[config.mk]
export PLATFORM = sky130hd
export DESIGN_NAME = adc_evt_packer
export DESIGN_NICKNAME = d
export VERILOG_FILES = /design/src/rtl/adc_evt_packer_pkg.sv /design/src/rtl/sc_fifo.sv /design/src/rtl/adc_evt_packer.sv
export SDC_FILE = /design/constraint.sdc
export NUM_CORES = 1
export LEC_CHECK = 0
export CORE_MARGIN = 5
export CORE_UTILIZATION = 28
export CTS_BUF_LIST = sky130_fd_sc_hd__clkbuf_16
export DETAILED_ROUTE_END_ITERATION = 16
export SLEW_MARGIN = 20
export SYNTH_ARGS = -nofsm -noshare
export SYNTH_HDL_FRONTEND = slang
export SYNTH_HIERARCHICAL = 1
export SYNTH_SLANG_ARGS = --single-unit
[constraint.sdc]
create_clock -name clk_clk -period 6.12 [get_ports clk_clk]
set_input_delay 0.918 -clock clk_clk [delete_from_list [all_inputs] [get_ports clk_clk]]
set_output_delay 0.918 -clock clk_clk [all_outputs]
set_load 0.02 [all_outputs]
[src/rtl/adc_evt_packer_pkg.sv]
// Shared types, widths and word formatters for the ADC event packer.
// Everything that defines the on-wire word layout lives here.
package adc_evt_packer_pkg;

   localparam int WORD_W    = 32;
   localparam int SAMP_W    = 12;
   localparam int NSAMP_W   = 10;
   localparam int EVT_W     = 16;
   localparam int TS_W      = 32;
   localparam int BUF_DEPTH = 16;
   localparam int BUF_CNT_W = $clog2(BUF_DEPTH + 1);

   localparam logic [7:0] HDR_MARKER = 8'hA5;
   localparam logic [7:0] TRL_MARKER = 8'h5A;

   // Header, timestamp and one data word must fit before an event may start.
   localparam logic [BUF_CNT_W-1:0] MIN_FREE_AT_TRIG = BUF_CNT_W'(3);

   typedef enum logic [2:0] {
      ST_IDLE,
      ST_HDR,
      ST_TS,
      ST_DATA,
      ST_TRL
   } state_e;

   // Sample count is forced even (samples are packed in pairs) and at least 2.
   function automatic logic [NSAMP_W-1:0] eff_nsamp(input logic [NSAMP_W-1:0] cfg);
      logic [NSAMP_W-1:0] even;
      even = {cfg[NSAMP_W-1:1], 1'b0};
      return (even < NSAMP_W'(2)) ? NSAMP_W'(2) : even;
   endfunction

   function automatic logic [WORD_W-1:0] hdr_word(input logic ch, input logic [EVT_W-1:0] evt);
      return {HDR_MARKER, ch, 7'b0, evt};
   endfunction

   function automatic logic [WORD_W-1:0] trl_word(input logic ch, input logic ovf,
                                                  input logic [NSAMP_W-1:0] n);
      return {TRL_MARKER, ch, ovf, 12'b0, n};
   endfunction

   function automatic logic [WORD_W-1:0] pair_word(input logic [SAMP_W-1:0] first,
                                                   input logic [SAMP_W-1:0] second);
      return {4'b0, first, 4'b0, second};
   endfunction

endpackage

[src/rtl/sc_fifo.sv]
// Single-clock FIFO with free-entry count. Read data is the head word
// (zero when empty), so it stays stable until the entry is popped.
module sc_fifo
   import adc_evt_packer_pkg::*;
#(
   parameter int WIDTH = WORD_W,
   parameter int DEPTH = BUF_DEPTH
) (
   input  logic                         clk,
   input  logic                         srst,
   input  logic                         push,
   input  logic [WIDTH-1:0]             push_data,
   input  logic                         pop,
   output logic [WIDTH-1:0]             pop_data,
   output logic                         empty,
   output logic                         full,
   output logic [$clog2(DEPTH+1)-1:0]   free
);

   localparam int AW = $clog2(DEPTH);
   localparam int CW = $clog2(DEPTH + 1);

   logic [WIDTH-1:0] mem_q [DEPTH];
   logic [AW-1:0]    wr_ptr_q, wr_ptr_d;
   logic [AW-1:0]    rd_ptr_q, rd_ptr_d;
   logic [CW-1:0]    count_q, count_d;
   logic             push_ok, pop_ok;

   assign empty    = (count_q == '0);
   assign full     = (count_q == CW'(DEPTH));
   assign free     = CW'(DEPTH) - count_q;
   assign pop_data = empty ? '0 : mem_q[rd_ptr_q];

   always_comb begin
      // Fullness is judged before any same-cycle pop, so push-on-full is dropped.
      push_ok  = push && !full;
      pop_ok   = pop && !empty;
      wr_ptr_d = wr_ptr_q;
      rd_ptr_d = rd_ptr_q;
      count_d  = count_q;
      if (push_ok) begin
         wr_ptr_d = wr_ptr_q + AW'(1);
      end
      if (pop_ok) begin
         rd_ptr_d = rd_ptr_q + AW'(1);
      end
      case ({push_ok, pop_ok})
         2'b10:   count_d = count_q + CW'(1);
         2'b01:   count_d = count_q - CW'(1);
         default: count_d = count_q;
      endcase
   end

   always_ff @(posedge clk) begin
      if (srst) begin
         wr_ptr_q <= '0;
         rd_ptr_q <= '0;
         count_q  <= '0;
      end else begin
         wr_ptr_q <= wr_ptr_d;
         rd_ptr_q <= rd_ptr_d;
         count_q  <= count_d;
      end
   end

   always_ff @(posedge clk) begin
      if (push_ok) begin
         mem_q[wr_ptr_q] <= push_data;
      end
   end

endmodule

[src/rtl/adc_evt_packer.sv]
// Packs triggered two-channel ADC captures into framed 32-bit word streams
// (header, timestamp, sample pairs, trailer), one buffered stream per channel.
module adc_evt_packer
   import adc_evt_packer_pkg::*;
(
   input  logic                clk_clk,
   input  logic                reset_reset,
   input  logic                ext_rst,
   input  logic                write_en,
   input  logic                exttrg,
   input  logic [NSAMP_W-1:0]  nsamp_cfg,
   input  logic                adc_valid,
   input  logic [SAMP_W-1:0]   adc0_data,
   input  logic [SAMP_W-1:0]   adc1_data,
   output logic [WORD_W-1:0]   fifo0_writedata,
   output logic                fifo0_write,
   input  logic                fifo0_waitrequest,
   output logic [WORD_W-1:0]   fifo1_writedata,
   output logic                fifo1_write,
   input  logic                fifo1_waitrequest,
   output logic                busy,
   output logic [EVT_W-1:0]    evt_count
);

   state_e               state_q, state_d;
   logic [TS_W-1:0]      ts_q, ts_d;
   logic [TS_W-1:0]      ts_lat_q, ts_lat_d;
   logic [NSAMP_W-1:0]   nsamp_q, nsamp_d;
   logic [NSAMP_W-1:0]   samp_cnt_q, samp_cnt_d;
   logic [SAMP_W-1:0]    hold0_q, hold0_d;
   logic [SAMP_W-1:0]    hold1_q, hold1_d;
   logic                 ovf0_q, ovf0_d;
   logic                 ovf1_q, ovf1_d;
   logic [EVT_W-1:0]     evt_count_q, evt_count_d;

   logic                 soft_clr;
   logic                 trig_ok;
   logic                 body_push;
   logic                 push0, push1;
   logic [WORD_W-1:0]    wdata0, wdata1;
   logic                 f0_empty, f0_full, f1_empty, f1_full;
   logic [BUF_CNT_W-1:0] f0_free, f1_free;
   logic                 f0_pop, f1_pop;

   assign soft_clr  = reset_reset | ext_rst;
   assign busy      = (state_q != ST_IDLE);
   assign evt_count = evt_count_q;
   assign trig_ok   = exttrg && write_en &&
                      (f0_free >= MIN_FREE_AT_TRIG) && (f1_free >= MIN_FREE_AT_TRIG);
   assign ts_d      = ts_q + TS_W'(1);

   always_comb begin
      state_d     = state_q;
      ts_lat_d    = ts_lat_q;
      nsamp_d     = nsamp_q;
      samp_cnt_d  = samp_cnt_q;
      hold0_d     = hold0_q;
      hold1_d     = hold1_q;
      ovf0_d      = ovf0_q;
      ovf1_d      = ovf1_q;
      evt_count_d = evt_count_q;
      body_push   = 1'b0;
      push0       = 1'b0;
      push1       = 1'b0;
      wdata0      = '0;
      wdata1      = '0;

      case (state_q)
         ST_IDLE: begin
            if (trig_ok) begin
               ts_lat_d   = ts_q;
               nsamp_d    = eff_nsamp(nsamp_cfg);
               samp_cnt_d = '0;
               ovf0_d     = 1'b0;
               ovf1_d     = 1'b0;
               state_d    = ST_HDR;
            end
         end
         ST_HDR: begin
            body_push = 1'b1;
            wdata0    = hdr_word(1'b0, evt_count_q);
            wdata1    = hdr_word(1'b1, evt_count_q);
            state_d   = ST_TS;
         end
         ST_TS: begin
            body_push = 1'b1;
            wdata0    = ts_lat_q;
            wdata1    = ts_lat_q;
            state_d   = ST_DATA;
         end
         ST_DATA: begin
            if (adc_valid) begin
               // Even-indexed samples are parked; the odd one completes the pair.
               if (!samp_cnt_q[0]) begin
                  hold0_d = adc0_data;
                  hold1_d = adc1_data;
               end else begin
                  body_push = 1'b1;
                  wdata0    = pair_word(hold0_q, adc0_data);
                  wdata1    = pair_word(hold1_q, adc1_data);
               end
               samp_cnt_d = samp_cnt_q + NSAMP_W'(1);
               if (samp_cnt_d == nsamp_q) begin
                  state_d = ST_TRL;
               end
            end
         end
         ST_TRL: begin
            if (!f0_full && !f1_full) begin
               push0       = 1'b1;
               push1       = 1'b1;
               wdata0      = trl_word(1'b0, ovf0_q, nsamp_q);
               wdata1      = trl_word(1'b1, ovf1_q, nsamp_q);
               evt_count_d = evt_count_q + EVT_W'(1);
               state_d     = ST_IDLE;
            end
         end
         default: state_d = ST_IDLE;
      endcase

      if (body_push) begin
         push0 = 1'b1;
         push1 = 1'b1;
         if (f0_full) ovf0_d = 1'b1;
         if (f1_full) ovf1_d = 1'b1;
      end
   end

   // The timestamp survives the soft reset; only the hard reset clears it.
   always_ff @(posedge clk_clk) begin
      if (reset_reset) begin
         ts_q <= '0;
      end else begin
         ts_q <= ts_d;
      end
   end

   always_ff @(posedge clk_clk) begin
      if (soft_clr) begin
         state_q     <= ST_IDLE;
         ts_lat_q    <= '0;
         nsamp_q     <= '0;
         samp_cnt_q  <= '0;
         hold0_q     <= '0;
         hold1_q     <= '0;
         ovf0_q      <= 1'b0;
         ovf1_q      <= 1'b0;
         evt_count_q <= '0;
      end else begin
         state_q     <= state_d;
         ts_lat_q    <= ts_lat_d;
         nsamp_q     <= nsamp_d;
         samp_cnt_q  <= samp_cnt_d;
         hold0_q     <= hold0_d;
         hold1_q     <= hold1_d;
         ovf0_q      <= ovf0_d;
         ovf1_q      <= ovf1_d;
         evt_count_q <= evt_count_d;
      end
   end

   assign fifo0_write = !f0_empty;
   assign fifo1_write = !f1_empty;
   assign f0_pop      = fifo0_write && !fifo0_waitrequest;
   assign f1_pop      = fifo1_write && !fifo1_waitrequest;

   sc_fifo #(.WIDTH(WORD_W), .DEPTH(BUF_DEPTH)) u_buf0 (
      .clk       (clk_clk),
      .srst      (soft_clr),
      .push      (push0),
      .push_data (wdata0),
      .pop       (f0_pop),
      .pop_data  (fifo0_writedata),
      .empty     (f0_empty),
      .full      (f0_full),
      .free      (f0_free)
   );

   sc_fifo #(.WIDTH(WORD_W), .DEPTH(BUF_DEPTH)) u_buf1 (
      .clk       (clk_clk),
      .srst      (soft_clr),
      .push      (push1),
      .push_data (wdata1),
      .pop       (f1_pop),
      .pop_data  (fifo1_writedata),
      .empty     (f1_empty),
      .full      (f1_full),
      .free      (f1_free)
   );

endmodule
# Word-level counts from Yosys, hierarchy flattened
# Memories as Yosys holds them, arrays and structs flattened. A register that Yosys moved wholly into a read port is not among the register bits.
# Index checks and enable logic that the tools add are counted.
totals:
  n_memories: 2
  mem_bits_rw: 1024
  output_inout_bits: 83
  regBits: 155
  wordCells: 123
  inputBits: 42
classes:
  magnitude_cmp: 3
  n_mux: 43
  n_addsub: 13
  n_eq_ne: 15
  bitwise: 2
  reduce_logical: 29
mem_list:
  columns: ["memory", "words", "width", "read_ports", "rd_ports_with_merged_regs", "wr", "line_no", "source"]
  rows:
  - ["u_buf0.mem_q", 16, 32, 1, 1, 1, "sc_fifo.sv:23", "logic [WIDTH-1:0] mem_q [DEPTH];"]
  - ["u_buf1.mem_q", 16, 32, 1, 1, 1, "sc_fifo.sv:23", null]
op_table:
  columns: ["cell", "n"]
  rows:
  - ["$pmux W32 S4", 2]
  - ["$mux W28", 4]
  - ["$mux W32", 2]
  - ["$mux W31", 2]
  - ["$add A32 B1 Y32 const B", 1]
  - ["$mux W10", 3]
  - ["$pmux W10 S2", 1]
  - ["$pmux W5 S2", 2]
  - ["$mux W1", 17]
  - ["$add A16 B1 Y16 const B", 1]
  - ["$add A4 B1 Y4 const B", 4]
  - ["$mux W4", 4]
  - ["$pmux W3 S5", 1]
  - ["$mux W3", 4]
  - ["$add A10 B1 Y10 const B", 1]
  - ["$add A5 B1 Y5 const B", 2]
  - ["$eq A10 B10 Y1", 1]
  - ["$eq A5 B5 Y1 const B", 2]
  - ["$ge A5 B2 Y1 const B", 2]
  - ["$logic_and A1 B1 Y1", 10]
  - ["$logic_not A5 Y1", 2]
  - ["$lt A10 B2 Y1 const B", 1]
  - ["$sub A5 B1 Y5 const B", 2]
  - ["$sub A5 B5 Y5 const A", 2]
  - ["other kinds (17)", 32]

# Longest topological paths before layout
depth:
  word_depth: 9
  mapped_depth: 21
  mapped_depth_nobuf: 16

# Modules after synthesis
# Netlist, hierarchy kept.
by_module_without_submodules:
  columns: ["module", "area_per_inst_um2", "n_inst", "cells_each", "seq_area_each_um2"]
  rows:
  - ["sc_fifo at u_buf0", 20364.5, 1, 868, 15715.1]
  - ["sc_fifo at u_buf1", 20349.5, 1, 868, 15715.1]
  - ["adc_evt_packer", 5983.2, 1, 772, 2562.5]

# Least setup slack after synthesis
# Ideal clock, no wire load.
synth_path:
  kind: "register to register"
  startpoint: "reg u_buf0.count_q[1]"
  endpoint: "mem u_buf0/mem_q[3][0] (netlist bit), enable pin"
  n_path_buf: 4
  path_stages_with_launch: 15
  t_required_ns: 5.659
  setup_ns: 0.461
  period_less_slack_ns: 5.080
  slack_ns: 1.040
  arrival_ns: 4.619
  path_cell_list: "dfxtp_1 -> clkbuf_1 -> inv_1 -> ha_1 -> nor3b_1 -> ha_1 -> nor2_1 -> and3_1 -> clkbuf_1 -> clkbuf_1 -> or2_2 -> nor2b_1 -> buf_6 -> nand2_1 -> nor3_1"
synth_via:
  elab_chain_len: 9
synth_rtl:
  columns: ["element", "line_no", "source"]
  rows:
  - ["start, declared", "sc_fifo.sv:26", "logic [CW-1:0] count_q, count_d;"]
  - ["start signal, assigned", "sc_fifo.sv:62", "count_q <= count_d;"]
  - ["$eq A5 B5 Y1", "sc_fifo.sv:30", "assign full = (count_q == CW'(DEPTH));"]
  - ["net f0_full", "adc_evt_packer.sv:41", "logic f0_empty, f0_full, f1_empty, f1_full;"]
  - ["$logic_not A1 Y1", "adc_evt_packer.sv:109", "if (!f0_full && !f1_full) begin"]
  - ["$logic_and A1 B1 Y1", "adc_evt_packer.sv:109", null]
  - ["$mux W1", "adc_evt_packer.sv:109", null]
  - ["$mux W1", "adc_evt_packer.sv:68", "case (state_q)"]
  - ["$mux W1", "adc_evt_packer.sv:121", "if (body_push) begin"]
  - ["net push0", "adc_evt_packer.sv:39", "logic push0, push1;"]
  - ["$logic_and A1 B1 Y1", "sc_fifo.sv:36", "push_ok = push && !full;"]
  - ["$mux W1", "sc_fifo.sv:67", "if (push_ok) begin"]
  - ["$mux W1 (not written as such)", "sc_fifo.sv:68", "mem_q[wr_ptr_q] <= push_data;"]
  - ["end, declared", "sc_fifo.sv:23", null]
# The timed path passes the listed nets, and every way through them passes these cells.

==> results.txt <==
syn_area_per_cell: 18.6 um^2
overall die area: 175000 um^2
PortBufs: 123
register area share after synthesis: 0.728
DRT antenna net count: 0
post-synthesis register bit count: 1186
root buffer cell: clkbuf_16
Chip Height: 418 um
Max FO, Critical Path: 31
vias in the first global route: 24.3k
dpl hpwl: 70300 um
chip width: 418 um
Max VDD drop: 0.220 mV
Post-CTS Setup Inserts: 0
Fin Clk Skew: 0.0296 ns
Final Max Slew Viols: 0
hold_sp: hold0_q[0]
synthesis-to-finish area growth: 16.4%
gp weighted congestion: 0.838
EDFF count, synth: 1024
initial drt markers: 2344
Post-Route WL: 116000 um
Slew @ Worst Pin: 0.940 ns
global route overflow: 0
RR Startpoint: u_buf1/count_q[1]
Hold Slack: 0.454 ns
TritonCTS clock tree: built
synthesized area: 46700 um^2
Starting Density: 0.282
Synth Net Count: 2573
deepest clock path buffer count: 3
share of layout cells above drive strength 1: 0.222
antenna violations before repair: 1
Max Fclk: 205 MHz
top_reg_cell synth: edfxtp_1
router iterations before antenna repair: 6
most common cell after layout, fill and taps aside: edfxtp_1
Skew-Pair Late Insertion Delay: 0.70 ns
Crit Reg-Reg Endpoint: u_buf0/count_q[4]
CTS buffer count: 108
busiest grt layer: met2
GR Util met3: 0.0183
Slew HR: 0.374
CP Capture Type: output pin
reg2reg path depth: 16
worst-case hold path end point: hold0_q[0]
Final setup viols: 0
Yosys top cell area share: 0.658
pin count of the biggest net entering global routing: 88
met2 GRT Util: 0.232
WP data required: 5.20 ns
Setup TNS: 0 ns
Final min period: 4.88 ns
Total GRT Usage: 0.131
nets@finish: 2736
I/O pin count: 125
commonest cells after routing, fill and taps aside: 1024 x edfxtp_1, 320 x mux4_2, 234 x nand2_1
H-tree depth: 3
post-CTS sizing: 0
Hold Path Class: flop to flop
Worst Slack Setup Final: 1.24 ns
crit path DAT: 3.96 ns
asr flop ratio synth: 0
Syn Inst Count: 2508
critical path class: flop to output pin
wire per inst: 23.4 um
first-pass GRT wire length: 170000 um
drt drc: 0
Final Hold Viols: 0
RSZ-0062 raised after global routing: no
R2R Setup Slk: 1.56 ns
Setup WS pre-CTS: 0.906 ns
synth top area cells: edfxtp_1 66%, mux4_2 15%, dfxtp_1 6.9%, nand2_1 1.9%, nor2b_1 0.98%
Final Cycle Share: 0.798
Post-Place Cells: 4750
Ys Warns: 6
Synth cell types: 59
vias per cell: 4.77
TritonCTS Sinks: 1186
status: complete, no violations
row count: 149
CTS clock-pin slew for the worst setup and hold paths: 0.06 ns
final core occ: 0.329
fin cells: 4953
leakage power total: 17.8 nW
Via Count: 23.6k
largest area contributor in the netlist: edfxtp_1
core area: 165000 um^2
hold depth: 2
CTS Hold Bufs: 0
number of max-cap violations: 0
met1 Use GR: 0.161
CP startpoint kind: flop
pwr/cell area: 287 nW/um^2
[critical path, cell delays in order (launching register included)]
cell	delay (ns)
dfxtp_4	0.78
buf_4	0.53
mux4_2	0.56
mux4_2	0.59
nor2b_1	0.18
clkdlybuf4s50_1	0.56
[layer usage]
layer,wire (um),vias to the layer above
met5,0,-
met4,4670,0
met2,60300,605
met1,45700,12538
li1,-,10301
met3,5470,170
[state kept, by name, summed over array words and instances, names as in the netlist, named ones only]
signal,count
u_buf1/count_q,5
samp_cnt_q,10
state_q,3
u_buf0/count_q,5
ovf1_q,1
u_buf1/mem_q,512
ts_q,32
ovf0_q,1
ts_lat_q,32
nsamp_q,9
hold0_q,12
evt_count,16
u_buf1/rd_ptr_q,4
u_buf0/mem_q,512
u_buf0/wr_ptr_q,4
u_buf0/rd_ptr_q,4
u_buf1/wr_ptr_q,4
hold1_q,12
[power by group]
group | switching [mW] | internal (mW) | total (mW)
logic | 0.201 | 0.120 | 0.320
clock network | 2.94 | 3.65 | 6.58
registers | 0.0146 | 8.71 | 8.72
[cell type report]
| class | count | area [um^2] |
|---|---|---|
| Fill cell | 15653 | 111000 |
| Sequential cell | 1186 | 34000 |
| Multi-Input combinational cell | 1155 | 12200 |
| Clock buffer | 110 | 2750 |
| Tap cell | 2189 | 2740 |
| Timing Repair Buffer | 200 | 1860 |
| Clock inverter | 92 | 692 |
| Inverter | 20 | 75.1 |
| Antenna cell | 1 | 2.50 |
[worst max path at each step]
stage	cells after the start	end
final	5	fifo1_writedata[31]
after detailed placement	16	u_buf1/count_q[4]
after global placement	16	u_buf1/count_q[4]
after global routing	5	fifo0_writedata[19]
after floorplan	14	u_buf0/mem_q[3][0]
after CTS	5	fifo1_writedata[31]
[cells in the mapped netlist (all sizes together) (7+ instances only)]
library cell     n
ha              23
nand4           17
mux4           320
xor2            51
xnor2           22
nor2b           73
or3             16
inv             20
nand2          234
a222oi           9
edfxtp        1024
dfxtp          162
a221o            8
o21ai           20
clkbuf          85
nand3           23
nor2           113
and4             7
a22o            19
nor3            21
a21oi           90
and3             9
a22oi            7
buf             61
[cell families (layout without fill, tap and decap cells)]
family / count (synthesis) / after routing / share of synthesized area
fa+ha+maj: 23 / 23 / 0.00616
compound gates: 184 / 184 / 0.0253
simple gates: 548 / 548 / 0.0551
flops: 1186 / 1186 / 0.728
buf+inv: 167 / 422 / 0.0159
mux: 327 / 327 / 0.156
other cells: 0 / 1 / 0
xor+xnor: 73 / 73 / 0.0137
[per-stage QoR]
stage               power (mW)  area [um^2]
global route              16.1        54300
floorplan                 9.07        46700
CTS                       15.8        54300
global placement          9.22        50900
detailed placement        9.22        50900
finish                    15.6        54300
Note: power is estimated with default switching activity, not from simulation.
